[src/rtl/ysyx_22050078_wb_sched_pkg.sv]
// Shared definitions for the writeback scheduler.
// Holds the register-file geometry defaults and the arbiter grant encoding.
package ysyx_22050078_wb_sched_pkg;

  localparam int unsigned REG_ADDRW = 5;   // register address width (32 registers)
  localparam int unsigned CPU_WIDTH = 64;  // register data width

  // Identifies which requester most recently won a contested arbitration.
  typedef enum logic {
    GrantExu = 1'b0,
    GrantLsu = 1'b1
  } grant_e;

endpackage

[src/rtl/ysyx_22050078_rr_arb2.sv]
// Two-way round-robin arbiter between the EXU and LSU writeback requesters.
// Ports:
//   i_clk, i_rst   clock and synchronous active-high reset
//   i_valid_exu    EXU requests the write port
//   i_valid_lsu    LSU requests the write port
//   o_grant_exu    one-hot grant to EXU (combinational)
//   o_grant_lsu    one-hot grant to LSU (combinational)
module ysyx_22050078_rr_arb2
  import ysyx_22050078_wb_sched_pkg::*;
(
  input  logic i_clk,
  input  logic i_rst,
  input  logic i_valid_exu,
  input  logic i_valid_lsu,
  output logic o_grant_exu,
  output logic o_grant_lsu
);

  grant_e r_last_grant;
  logic   w_both;

  assign w_both = i_valid_exu && i_valid_lsu;

  always_comb begin
    o_grant_exu = 1'b0;
    o_grant_lsu = 1'b0;
    if (w_both) begin
      // Contested: the requester that did not win the previous contest goes first.
      o_grant_exu = (r_last_grant == GrantLsu);
      o_grant_lsu = (r_last_grant == GrantExu);
    end else begin
      o_grant_exu = i_valid_exu;
      o_grant_lsu = i_valid_lsu;
    end
  end

  // Only contested cycles move the round-robin pointer; an uncontested grant leaves it alone.
  always_ff @(posedge i_clk) begin
    if (i_rst) begin
      r_last_grant <= GrantLsu;
    end else if (w_both) begin
      r_last_grant <= o_grant_exu ? GrantExu : GrantLsu;
    end
  end

endmodule

[src/rtl/ysyx_22050078_wb_sched.sv]
// Writeback scheduler and scoreboard for a single-write-port register file.
// Ports:
//   i_clk, i_rst                      clock and synchronous active-high reset
//   i_issue_valid/i_issue_rd          decode issues an instruction writing rd
//   o_issue_ready                     issue accepted (rd counter not saturated)
//   i_rs1_addr/i_rs2_addr, o_stall    source operands and RAW stall toward decode
//   i_exu_*/o_exu_ready               EXU writeback request and grant
//   i_lsu_*/o_lsu_ready               LSU writeback request and grant
//   o_rf_wen/o_rf_waddr/o_rf_wdata    registered register-file write port
module ysyx_22050078_wb_sched
  import ysyx_22050078_wb_sched_pkg::*;
#(
  parameter int unsigned ADDR_WIDTH = REG_ADDRW,
  parameter int unsigned DATA_WIDTH = CPU_WIDTH,
  parameter int unsigned CNT_WIDTH  = 2
) (
  input  logic                  i_clk,
  input  logic                  i_rst,
  input  logic                  i_issue_valid,
  input  logic [ADDR_WIDTH-1:0] i_issue_rd,
  output logic                  o_issue_ready,
  input  logic [ADDR_WIDTH-1:0] i_rs1_addr,
  input  logic [ADDR_WIDTH-1:0] i_rs2_addr,
  output logic                  o_stall,
  input  logic                  i_exu_valid,
  input  logic [ADDR_WIDTH-1:0] i_exu_rd,
  input  logic [DATA_WIDTH-1:0] i_exu_data,
  output logic                  o_exu_ready,
  input  logic                  i_lsu_valid,
  input  logic [ADDR_WIDTH-1:0] i_lsu_rd,
  input  logic [DATA_WIDTH-1:0] i_lsu_data,
  output logic                  o_lsu_ready,
  output logic                  o_rf_wen,
  output logic [ADDR_WIDTH-1:0] o_rf_waddr,
  output logic [DATA_WIDTH-1:0] o_rf_wdata
);

  localparam int unsigned NumRegs = 2 ** ADDR_WIDTH;

  logic                  w_gnt_exu;
  logic                  w_gnt_lsu;
  logic                  w_wb_hs;
  logic [ADDR_WIDTH-1:0] w_wb_rd;
  logic [DATA_WIDTH-1:0] w_wb_data;
  logic                  w_issue_hs;
  logic [NumRegs-1:0]    w_inc;
  logic [NumRegs-1:0]    w_dec;
  logic [CNT_WIDTH-1:0]  w_cnt_d [NumRegs];
  logic [CNT_WIDTH-1:0]  r_cnt   [NumRegs];
  logic                  r_wen;
  logic [ADDR_WIDTH-1:0] r_waddr;
  logic [DATA_WIDTH-1:0] r_wdata;

  ysyx_22050078_rr_arb2 u_arb (
    .i_clk       (i_clk),
    .i_rst       (i_rst),
    .i_valid_exu (i_exu_valid),
    .i_valid_lsu (i_lsu_valid),
    .o_grant_exu (w_gnt_exu),
    .o_grant_lsu (w_gnt_lsu)
  );

  assign o_exu_ready = w_gnt_exu;
  assign o_lsu_ready = w_gnt_lsu;
  assign w_wb_hs     = w_gnt_exu || w_gnt_lsu;
  assign w_wb_rd     = w_gnt_exu ? i_exu_rd : i_lsu_rd;
  assign w_wb_data   = w_gnt_exu ? i_exu_data : i_lsu_data;

  assign o_issue_ready = !((i_issue_rd != '0) && (r_cnt[i_issue_rd] == {CNT_WIDTH{1'b1}}));
  assign w_issue_hs    = i_issue_valid && o_issue_ready;

  assign o_stall = ((i_rs1_addr != '0) && (r_cnt[i_rs1_addr] != '0)) ||
                   ((i_rs2_addr != '0) && (r_cnt[i_rs2_addr] != '0));

  // Retirement is keyed off the registered port so the counter hits zero on the
  // same edge the register file captures the value.
  always_comb begin
    w_inc = '0;
    w_dec = '0;
    if (w_issue_hs && (i_issue_rd != '0)) begin
      w_inc[i_issue_rd] = 1'b1;
    end
    if (r_wen) begin
      w_dec[r_waddr] = 1'b1;
    end
  end

  always_comb begin
    for (int i = 0; i < NumRegs; i++) begin
      w_cnt_d[i] = r_cnt[i];
      if (i != 0) begin
        if (w_inc[i] && !w_dec[i]) begin
          w_cnt_d[i] = r_cnt[i] + CNT_WIDTH'(1);
        end else if (w_dec[i] && !w_inc[i] && (r_cnt[i] != '0)) begin
          w_cnt_d[i] = r_cnt[i] - CNT_WIDTH'(1);
        end
      end
    end
  end

  always_ff @(posedge i_clk) begin
    if (i_rst) begin
      for (int i = 0; i < NumRegs; i++) begin
        r_cnt[i] <= '0;
      end
    end else begin
      for (int i = 0; i < NumRegs; i++) begin
        // Retiring a register with nothing pending is an upstream protocol error.
        assert (!(w_dec[i] && !w_inc[i] && (r_cnt[i] == '0)));
      end
      r_cnt <= w_cnt_d;
    end
  end

  // x0 writebacks complete the handshake but never reach the register file;
  // address and data hold when nothing is written.
  always_ff @(posedge i_clk) begin
    if (i_rst) begin
      r_wen   <= 1'b0;
      r_waddr <= '0;
      r_wdata <= '0;
    end else begin
      r_wen <= w_wb_hs && (w_wb_rd != '0);
      if (w_wb_hs && (w_wb_rd != '0)) begin
        r_waddr <= w_wb_rd;
        r_wdata <= w_wb_data;
      end
    end
  end

  assign o_rf_wen   = r_wen;
  assign o_rf_waddr = r_waddr;
  assign o_rf_wdata = r_wdata;

endmodule

[config.mk]
export PLATFORM = sky130hd
export DESIGN_NAME = ysyx_22050078_wb_sched
export DESIGN_NICKNAME = d
export VERILOG_FILES = /design/src/rtl/ysyx_22050078_wb_sched_pkg.sv /design/src/rtl/ysyx_22050078_rr_arb2.sv /design/src/rtl/ysyx_22050078_wb_sched.sv
export SDC_FILE = /design/constraint.sdc
export NUM_CORES = 1
export LEC_CHECK = 0
export CAP_MARGIN = 10
export CORE_ASPECT_RATIO = 1.1
export CORE_MARGIN = 2
export CORE_UTILIZATION = 49
export DETAILED_ROUTE_END_ITERATION = 12
export PLACE_DENSITY_LB_ADDON = 0.08
export SLEW_MARGIN = 10
export SYNTH_ARGS = -nofsm -noshare
export SYNTH_HDL_FRONTEND = slang
export SYNTH_HIERARCHICAL = 1
export SYNTH_SLANG_ARGS = --single-unit
[constraint.sdc]
create_clock -name i_clk -period 3.85 [get_ports i_clk]
set_input_delay 0.77 -clock i_clk [delete_from_list [all_inputs] [get_ports i_clk]]
set_output_delay 0.77 -clock i_clk [all_outputs]
set_load 0.02 [all_outputs]
==> out/results.tsv, run 1 <==
stage	metric	value	unit
floorplan	Starting Density	49.4	%
timing	TNS Setup	0	ns
synthesis	Synth Cell Area	0.00800	mm2
power	Cell Int Power	2950	uW
critical_path	flop2flop setup slack	0.93	ns
power	net switching power	1130	uW
worst_hold_path	worst hold path class	reg -> reg	
synthesis	Top FF cell, synth	dfxtp_1	
power	Pwr Density	356	mW/mm2
global_routing	GRT Residual Overflow	0	
synthesis	top post-synthesis cells by area	dfxtp_1 33%, mux2i_1 10%, a211oi_1 7.9%, nor2_1 6.4%, mux4_2 4.5%	
route	initial DRC count	566	
route	final wirelength	25900	um
synthesis	YS warnings	6	
cts	H-Tree Depth	4	
finish	ANT cells	0	
finish	Final #Nets	1322	
cts	Clk Tree Root Cell	clkbuf_16	
finish	commonest cells after routing, fill and taps aside	227 x clkdlybuf4s50_1, 136 x nor2_1, 133 x dfxtp_1, 84 x a211oi_1, 82 x mux2i_1	
finish	Layout Area Growth over Synthesis	42.8	%
global_routing	antenna violations before repair	0	
finish	most common cell after layout, fill and taps aside	clkdlybuf4s50_1	
route	met2 WL post-DR	12600	um
synthesis	Synth Instances	922	
synthesis	syn_nets	1080	
route	drt wl/cell	18.7	um
critical_path	CP required	3.08	ns
cts	Max clock buf depth	2	
floorplan	Core Rows	49	
finish	Final Util	70.6	%
floorplan	die area	0.0174	mm2
finish	fillers	1303	
route	DR vias	8144	
route	First-pass DRT Iterations	6	
synthesis	number of distinct library cells after synthesis	67	
power	peak supply drop	298	uV
cts	Clk Latency, worst-skew pair	0.42	ns
power	leakage	0.00404	uW
power	sequential power share	37.2	%
synthesis	number of synthesized flops with an enable pin	0	
timing	Max Clock Skew	0.00857	ns
floorplan	core area	0.0162	mm2
critical_path	Setup CP Type	in -> out	
cts	CTS tree	built	
route	final antenna-violating net count	0	
placed_design	GPL Wtd Cong	1.02	
route	WL met3	1880	um
critical_path	startpoint class of the critical path	input port	
floorplan	Die Wd	126	um
cts	hold bufs inserted after CTS	0	
critical_path	Reg2Reg Depth	11	
timing	final setup fails	0	
floorplan	I/O Pins	232	
timing	Highest Clock Rate	0.268	GHz
synthesis	Avg Cell Area, Syn	8.68	um2
global_routing	vias in the first global route	8022	
run_status	outcome	finished, final reports clean	
timing	Final Hold Fails	0	
power	combinational power share	21.2	%
worst_hold_path	Worst Hold Depth	2	
cts	Reg clk slew, reported paths	0.06	ns
timing	Pins Over Slew Limit	0	
placed_design	post-DP HPWL	19600	um
critical_path	r2r startpoint	r_cnt[37]	
timing	Tmin final	3.73	ns
synthesis	top cell type's share of synthesized area	33.3	%
job	max_cap viols	0	
route	Top Metal Used	met4	
placed_design	port bufs	231	
synthesis	#FFs+latches synth	133	
timing	worst hold margin	0.494	ns
floorplan	Die Ht	138	um
global_routing	largest net degree at the start of global routing	74	
synthesis	Seq/Total Area, Yosys	33.3	%
timing	RSZ-0062 raised after global routing	false	
global_routing	first-pass GRT wire length	41700	um
power	clock share of power	41.6	%
route	via density per instance	5.90	
global_routing	gr usage total	29.9	%
route	met1 wire length	10300	um
power	switch share	27.6	%
timing	final worst-path cycle share	96.9	%
critical_path	R2R Path End	r_cnt[48]	
critical_path	Critical Path Sink Type	output pin	
timing	Worst slew margin	47.8	%
cts	Clock Sinks	133	
finish	fraction of layout cells with a size suffix above 1	13.1	%
critical_path	Worst setup endpoint	o_stall	
critical_path	Worst setup startpoint	i_rs1_addr[2]	
critical_path	CP arrival	2.96	ns
synthesis	Async S/R FF share, synth	0	%
cts	total CTS buffers	17	
timing	slew of the pin with the lowest slew margin	0.783	ns
synthesis	area leader, netlist	dfxtp_1	
route	drc violations	0	
critical_path	critical path fanouts, max	10	
[layout make-up]
| cell class | count | area, um2 | share of cell area, % |
|---|---|---|---|
| Multi-Input combinational cell | 712 | 4970 | 43.5 |
| Clock buffer | 19 | 443 | 3.88 |
| Inverter | 5 | 21.3 | 0.186 |
| Tap cell | 204 | 255 | 2.23 |
| Timing Repair Buffer | 295 | 2900 | 25.4 |
| Clock inverter | 13 | 173 | 1.51 |
| Sequential cell | 133 | 2660 | 23.3 |
[layer usage]
layer	GRT usage, %	vias up
met2	50.9	327
met4	13.6	0
met3	7.39	76
li1	-	3977
met1	35.7	3764
met5	0	-
[worst min-delay path by stage]
| stage | startpoint | to |
|---|---|---|
| 2_1_floorplan | r_cnt[39] | r_cnt[39] |
| 3_3_place_gp | o_rf_wdata[16] | o_rf_wdata[16] |
| 3_5_place_dp | o_rf_wdata[29] | o_rf_wdata[29] |
| 4_1_cts | o_rf_wdata[29] | o_rf_wdata[29] |
| 5_1_grt | o_rf_wdata[8] | o_rf_wdata[8] |
| 6_report | o_rf_wdata[40] | o_rf_wdata[40] |
[logic make-up after synthesis]
group	count (synthesis)	synth area share, %
and+or+nand+nor	337	22.2
AOI/OAI and AO/OA	258	22.1
DFF	133	33.3
muxes	108	16.5
buffers and inverters	77	4.91
xor gates and xnor gates	9	0.985
[critical path, stage by stage]
cell and delay, ns:
clkdlybuf4s50_1 0.50, buf_12 0.14, mux4_2 0.49, mux4_2 0.47
mux2i_1 0.15, a211o_1 0.11, dlygate4sd2_1 0.32
[stage by stage]
stage / worst slack, ns / instance area, um2 / std cells / power (uW)
final: 0.119 / 11400 / 1381 / 4070
after CTS: -0.103 / 11400 / 1381 / 4110
after global routing: 0.0227 / 11400 / 1381 / 4230
after detailed placement: -0.372 / 10800 / 1349 / 2400
after floorplan: 0.590 / 8000 / 922 / 1950
after global placement: -0.342 / 10800 / 1349 / 2400
[Yosys cell counts (all sizes together) (4+ instances only)]
| library cell | count |
|---|---|
| a31oi | 6 |
| nand2b | 26 |
| mux2 | 8 |
| nor2b | 6 |
| o211ai | 5 |
| or2 | 7 |
| nand3b | 13 |
| clkbuf | 48 |
| a21oi | 52 |
| mux4 | 18 |
| nand3 | 14 |
| o21a | 10 |
| inv | 5 |
| nand2 | 35 |
| or3b | 13 |
| nand4 | 4 |
| xnor2 | 8 |
| o22ai | 4 |
| a211oi | 85 |
| nor4 | 26 |
| o31a | 10 |
| nor3 | 41 |
| a221oi | 14 |
| mux2i | 82 |
| dfxtp | 133 |
| o31ai | 6 |
| o21ai | 48 |
| buf | 24 |
| nor3b | 4 |
| nor2 | 136 |
[sequential cells by signal, summed over array words and instances (netlist names)]
register            count
o_rf_waddr              5
o_rf_wdata             64
o_rf_wen                1
r_cnt                  62
u_arb/r_last_grant      1
[what timing repair did]
item	CTS	global route
setup buffers	0	0
setup endpoints to repair	2	1
resized for setup	2	4
pin swaps	0	1
cloned	0	0
[power groups by stage]
| stage | logic (uW) | registers, uW | clock network (uW) |
|---|---|---|---|
| final | 864 | 1510 | 1700 |
| after global routing | 925 | 1520 | 1780 |
| after CTS | 867 | 1510 | 1730 |
| after detailed placement | 862 | 1540 | 0 |
| after global placement | 858 | 1540 | 0 |
| after floorplan | 329 | 1620 | 0 |
(Power assumes the default switching activity.)
==> run 2, diff against run 1 <==
PLACE_DENSITY = 0.82   (was not set)
PLACE_DENSITY_LB_ADDON = not set   (was 0.08)
SYNTH_HIERARCHICAL = not set   (was 1)
==> out/results.tsv, run 2 <==
stage	metric	value	unit	change
synthesis	number of synthesized flops with an enable pin	0		unchanged
global_routing	GRT Residual Overflow	0		unchanged
cts	Clock Sinks	133		unchanged
timing	final setup fails	0		unchanged
critical_path	critical path fanouts, max	12		was 10
cts	hold bufs inserted after CTS	0		unchanged
placed_design	port bufs	231		unchanged
critical_path	Critical Path Sink Type	output pin		unchanged
finish	Final Util	69.4	%	was 70.6%
finish	fraction of layout cells with a size suffix above 1	10.7	%	was 13.1%
synthesis	top cells by count, synth	175 x nand2_1, 161 x nor2_1, 133 x dfxtp_1		was 136 x nor2_1, 133 x dfxtp_1, 84 x a211oi_1
floorplan	Starting Density	49.9	%	was 49.4%
timing	Final Hold Fails	0		unchanged
finish	Multi-input gate area	0.00504	mm2	was 0.00497 mm2
finish	final cell count without fillers	1452		was 1381
route	First-pass DRT Iterations	5		was 6
placed_design	GPL Wtd Cong	1.00		was 1.02
global_routing	vias in the first global route	8628		was 8022
cts	Clk Tree Root Cell	clkbuf_16		unchanged
cts	Max clock buf depth	2		unchanged
finish	Final #Nets	1393		was 1322
worst_hold_path	worst hold path class	reg -> reg		unchanged
global_routing	largest net degree at the start of global routing	141		was 74
global_routing	antenna violations before repair	0		unchanged
finish	Reg area	0.00266	mm2	unchanged
critical_path	r2r startpoint	r_cnt[59]		was r_cnt[37]
worst_hold_path	Hold Crit Start	o_rf_wdata[13]		was o_rf_wdata[40]
synthesis	area leader, netlist	dfxtp_1		unchanged
floorplan	Die Wd	127	um	was 126 um
timing	TNS Setup	0	ns	unchanged
timing	Worst slew margin	21.5	%	was 47.8%
floorplan	Core Rows	49		unchanged
cts	total CTS buffers	17		unchanged
cts	Clk Latency, worst-skew pair	0.43	ns	was 0.42 ns
route	final wirelength	29100	um	was 25900 um
placed_design	post-DP HPWL	21000	um	was 19600 um
power	leakage	0.00401	uW	was 0.00404 uW
synthesis	top cell type's share of synthesized area	32.7	%	was 33.3%
route	drt wl/cell	20.1	um	was 18.7 um
power	Pwr Density	351	mW/mm2	was 356 mW/mm2
timing	slew of the pin with the lowest slew margin	1.17	ns	was 0.783 ns
synthesis	Synth Instances	1017		was 922
timing	Highest Clock Rate	0.264	GHz	was 0.268 GHz
timing	Pins Over Slew Limit	0		unchanged
run_status	outcome	finished, final reports clean		unchanged
synthesis	number of distinct library cells after synthesis	62		was 67
floorplan	Die Ht	139	um	was 138 um
finish	most common cell after layout, fill and taps aside	clkdlybuf4s50_1		unchanged
synthesis	top post-synthesis cells by area	dfxtp_1 33%, nand2_1 8.1%, nor2_1 7.4%, a311oi_1 7.1%, mux4_2 3.9%		was dfxtp_1 33%, mux2i_1 10%, a211oi_1 7.9%, nor2_1 6.4%, mux4_2 4.5%
critical_path	startpoint class of the critical path	input port		unchanged
route	DR vias	9139		was 8144
cts	CTS tree	built		unchanged
critical_path	Setup CP Type	in -> out		unchanged
placed_design	dpl cells	1420		was 1349
synthesis	#FFs+latches synth	133		unchanged
route	final antenna-violating net count	0		unchanged
synthesis	Seq/Total Area, Yosys	32.7	%	was 33.3%
floorplan	I/O Pins	232		unchanged
cts	Reg clk slew, reported paths	0.06	ns	about the same
timing	RSZ-0062 raised after global routing	false		unchanged
cts	H-Tree Depth	4		unchanged
finish	ANT cells	0		unchanged
power	peak supply drop	313	uV	was 298 uV
job	max_cap viols	0		unchanged
finish	max reg flops	64		unchanged
synthesis	syn_nets	1175		was 1080
floorplan	die area	0.0177	mm2	was 0.0174 mm2
critical_path	CP arrival	3.01	ns	was 2.96 ns
critical_path	Worst setup startpoint	i_rs1_addr[0]		was i_rs1_addr[2]
synthesis	count leader, synth	nand2_1		was nor2_1
route	drc violations	0		unchanged
cts	setup repair bufs after CTS	0		unchanged
finish	Layout Area Growth over Synthesis	39.2	%	was 42.8%
global_routing	gr usage total	32.2	%	was 29.9%
synthesis	Avg Cell Area, Syn	8.00	um2	was 8.68 um2
synthesis	Async S/R FF share, synth	0	%	unchanged
global_routing	first-pass GRT wire length	45400	um	was 41700 um
critical_path	CP required	3.08	ns	about the same
floorplan	core area	0.0163	mm2	was 0.0162 mm2
timing	Max Clock Skew	0.0184	ns	was 0.00857 ns
route	via density per instance	6.29		was 5.90
finish	fillers	1274		was 1303
synthesis	Synth Cell Area	0.00814	mm2	was 0.00800 mm2
synthesis	YS warnings	0		was 6
route	initial DRC count	1074		was 566
timing	Tmin final	3.78	ns	was 3.73 ns
power	Pwr Total	3980	uW	was 4070 uW
finish	commonest cells after routing, fill and taps aside	226 x clkdlybuf4s50_1, 175 x nand2_1, 161 x nor2_1, 133 x dfxtp_1, 66 x a311oi_1		was 227 x clkdlybuf4s50_1, 136 x nor2_1, 133 x dfxtp_1, 84 x a211oi_1, 82 x mux2i_1
synthesis	Top FF cell, synth	dfxtp_1		unchanged
timing	final worst-path cycle share	98.3	%	was 96.9%
==> run 2: cell count changes in the layout (fill, tap and decap cells not counted), moves of 24 or more <==
cell,before,now
a211oi_1,84,7
a21oi_1,52,15
a311oi_1,0,66
a31oi_1,5,42
mux2i_1,82,25
nand2_1,35,175
nand2b_1,26,2
nor2_1,136,161
nor3_1,37,13
==> run 2: per-stage QoR <==
step                instance area [um2]  hold slack (ns)  worst slack [ns]
floorplan                          8140            0.482             0.443
global placement                  10700            0.485            -0.233
detailed placement                10700            0.489            -0.241
CTS                               11300            0.498            0.0159
global route                      11300            0.511         0.0000566
finish                            11300            0.495            0.0664
==> run 2: cells by family (layout without fill, tap and decap cells) <==
group,after synthesis,in the layout,synth area share [%]
AOI/OAI and AO/OA,270,270,26.6
xor gates and xnor gates,27,27,2.91
DFF,133,133,32.7
buffers and inverters,98,329,5.84
and+or+nand+nor,446,446,24.4
muxes,43,43,7.51
==> run 2: layout make-up <==
cell class | count | share of cell area, %
multi-input cells | 786 | 44.5
repair buffers | 285 | 24.3
flip-flops and latches | 133 | 23.5
clock buffers | 18 | 3.79
well taps | 204 | 2.25
clock inverters | 14 | 1.25
inverters | 12 | 0.398
==> run 2: what timing repair did <==
action | CTS | global route
endpoints found under the hold margin | 0 | 0
resized for setup | 3 | 5
setup endpoints to repair | 2 | 2
==> run 2: worst paths after layout <==
| kind | slack [ns] | cells after the start | end |
|---|---|---|---|
| max | 0.07 | 8 | o_stall |
| min | 0.49 | 2 | o_rf_wdata[13] |
| max reg2reg | 0.88 | 8 | r_cnt[15] |
| min reg2reg | 0.49 | 2 | o_rf_wdata[13] |
==> run 2: power breakdown <==
group	leakage (uW)	switching (uW)	internal, uW
clock network	0.000266	687	905
logic	0.00266	462	414
registers	0.00109	55.0	1450
total	0.00401	1200	2770
==> run 2: layer usage <==
| layer | vias up | GRT usage (%) | routed length, um |
|---|---|---|---|
| li1 | 4270 | - | - |
| met1 | 4247 | 38.3 | 10800 |
| met2 | 522 | 53.8 | 14100 |
| met3 | 100 | 9.80 | 2950 |
| met4 | 0 | 13.6 | 1310 |
| met5 | - | 0 | 0 |
==> run 2: critical path, stage by stage <==
cell and delay (ns):
clkdlybuf4s50_1 0.40, buf_4 0.19, nor3_2 0.13, a21oi_1 0.06, mux4_2 0.47, mux4_2 0.46
a211o_1 0.22, dlygate4sd2_1 0.31
==> run 3, diff against run 2 <==
GPL_TIMING_DRIVEN = 0   (was not set)
==> out/results.tsv, run 3 (synthesized netlist as in run 2, its figures left out) <==
stage	metric	value	unit	change
run_status	outcome	finished, final reports clean		unchanged
critical_path	Slowest-stage cell, CP	mux4_2		unchanged
power	leakage	0.00396	uW	was 0.00401 uW
timing	slew of the pin with the lowest slew margin	1.03	ns	was 1.17 ns
global_routing	gr usage total	35.5	%	was 32.2%
critical_path	startpoint class of the critical path	input port		unchanged
finish	ANT cells	0		unchanged
cts	H-Tree Depth	4		unchanged
route	First-pass DRT Iterations	6		was 5
cts	Clock Sinks	133		unchanged
timing	final worst-path cycle share	98.3	%	about the same
cts	hold bufs inserted after CTS	0		unchanged
power	Pwr Total	4060	uW	was 3980 uW
floorplan	die area	0.0177	mm2	unchanged
route	via density per instance	6.38		was 6.29
timing	Tmin final	3.79	ns	was 3.78 ns
floorplan	Die Wd	127	um	unchanged
critical_path	CP required	3.08	ns	about the same
floorplan	Starting Density	49.9	%	unchanged
route	final antenna-violating net count	0		unchanged
critical_path	crit-path leading delay family	buffers and inverters		was multiplexers
critical_path	crit path cell chain	clkbuf_1, mux4_2, nor2b_1, a21oi_1, o211a_4, or2_1, buf_6, clkdlybuf4s15_2		was clkdlybuf4s50_1, buf_4, nor3_2, a21oi_1, mux4_2, mux4_2, a211o_1, dlygate4sd2_1
route	drt wl/cell	21.5	um	was 20.1 um
power	peak supply drop	330	uV	was 313 uV
job	max_cap viols	0		unchanged
timing	Highest Clock Rate	0.264	GHz	about the same
placed_design	Place WS	-0.965	ns	was -0.241 ns
route	DR vias	9467		was 9139
cts	Clk Tree Root Cell	clkbuf_16		unchanged
critical_path	Critical Path Sink Type	output pin		unchanged
critical_path	Setup CP Type	in -> out		unchanged
power	Pwr Density	356	mW/mm2	was 351 mW/mm2
cts	CTS tree	built		unchanged
timing	final setup fails	0		unchanged
timing	slack of the critical path	0.0636	ns	was 0.0664 ns
finish	commonest cells after routing, fill and taps aside	219 x clkdlybuf4s50_1, 175 x nand2_1, 159 x nor2_1, 133 x dfxtp_1, 66 x a311oi_1		was 226 x clkdlybuf4s50_1, 175 x nand2_1, 161 x nor2_1, 133 x dfxtp_1, 66 x a311oi_1
route	final wirelength	31900	um	was 29100 um
cts	Reg clk slew, reported paths	0.06	ns	about the same
timing	Max Clock Skew	0.00961	ns	was 0.0184 ns
global_routing	first-pass GRT wire length	49400	um	was 45400 um
timing	Worst slew margin	31.0	%	was 21.5%
finish	Final #Nets	1426		was 1393
floorplan	Core Rows	49		unchanged
floorplan	core area	0.0163	mm2	unchanged
floorplan	I/O Pins	232		unchanged
finish	most common cell after layout, fill and taps aside	clkdlybuf4s50_1		unchanged
floorplan	Die Ht	139	um	unchanged
finish	fraction of layout cells with a size suffix above 1	9.76	%	was 10.7%
timing	worst hold margin	0.495	ns	about the same
worst_hold_path	worst hold path class	reg -> reg		unchanged
critical_path	slowest stage delay, CP	0.57	ns	was 0.47 ns
finish	Final Util	70.0	%	was 69.4%
critical_path	CP arrival	3.02	ns	was 3.01 ns
global_routing	vias in the first global route	9073		was 8628
timing	Final Hold Fails	0		unchanged
placed_design	post-DP HPWL	23800	um	was 21000 um
critical_path	critical path fanouts, max	18		was 12
global_routing	GRT Residual Overflow	0		unchanged
placed_design	port bufs	224		was 231
timing	Pins Over Slew Limit	0		unchanged
cts	Clk Latency, worst-skew pair	0.43	ns	about the same
global_routing	antenna violations before repair	0		unchanged
global_routing	largest net degree at the start of global routing	19		was 141
timing	TNS Setup	0	ns	unchanged
timing	RSZ-0062 raised after global routing	false		unchanged
finish	max reg flops	64		unchanged
route	drc violations	0		unchanged
critical_path	worst path bufs/invs	3		unchanged
route	initial DRC count	940		was 1074
placed_design	GPL Wtd Cong	1.01		was 1.00
cts	Max clock buf depth	2		unchanged
finish	Layout Area Growth over Synthesis	40.3	%	was 39.2%
cts	total CTS buffers	17		unchanged
run 3: cell type report:
type | instances | area (um2)
plain buffers | 85 | 445
clock buffers | 18 | 439
clock inverters | 14 | 141
fillers | 1372 | 4900
inverters | 12 | 45.0
multi-input cells | 786 | 5120
flip-flops and latches | 133 | 2660
well taps | 204 | 255
repair buffers | 233 | 2300
run 3: stage by stage:
stage                     std cells  instance area, um2
after floorplan                1017                8140
after global placement         1445               10600
after detailed placement       1445               10600
after CTS                      1484               11400
after global routing           1485               11400
final                          1485               11400
run 3: worst paths after layout:
| check | from | end | slack [ns] | depth (start not counted) |
|---|---|---|---|---|
| setup reg to reg | r_cnt[59] | r_cnt[20] | 1.11 | 10 |
| setup / recovery | i_issue_rd[0] | o_issue_ready | 0.06 | 8 |
| hold / removal | o_rf_wdata[32] | o_rf_wdata[32] | 0.49 | 2 |
| hold reg to reg | o_rf_wdata[32] | o_rf_wdata[32] | 0.49 | 2 |
run 3: routing by layer:
| layer | vias up | part of all wire (%) | global-route usage (%) |
|---|---|---|---|
| li1 | 4343 | - | - |
| met1 | 4381 | 36 | 40.9 |
| met2 | 617 | 49 | 60.9 |
| met3 | 126 | 9.8 | 8.41 |
| met4 | 0 | 5.6 | 18.8 |
| met5 | - | 0 | 0 |
run 3: timing repair:
action	4_1_cts	5_1_grt
resized for setup	34	6
setup buffers	8	1
cloned	0	0
pin swaps	1	1
endpoints found under the setup margin	2	2
run 3: power by group:
group / internal [uW] / switching, uW
sequential: 1450 / 52.4
clock: 922 / 706
combinational: 418 / 505
total: 2790 / 1260
run 3: worst min-delay path: stages (launching register included):
cell and delay [ns]:
dfxtp_1 0.31, nor2_1 0.09, a311oi_1 0.05
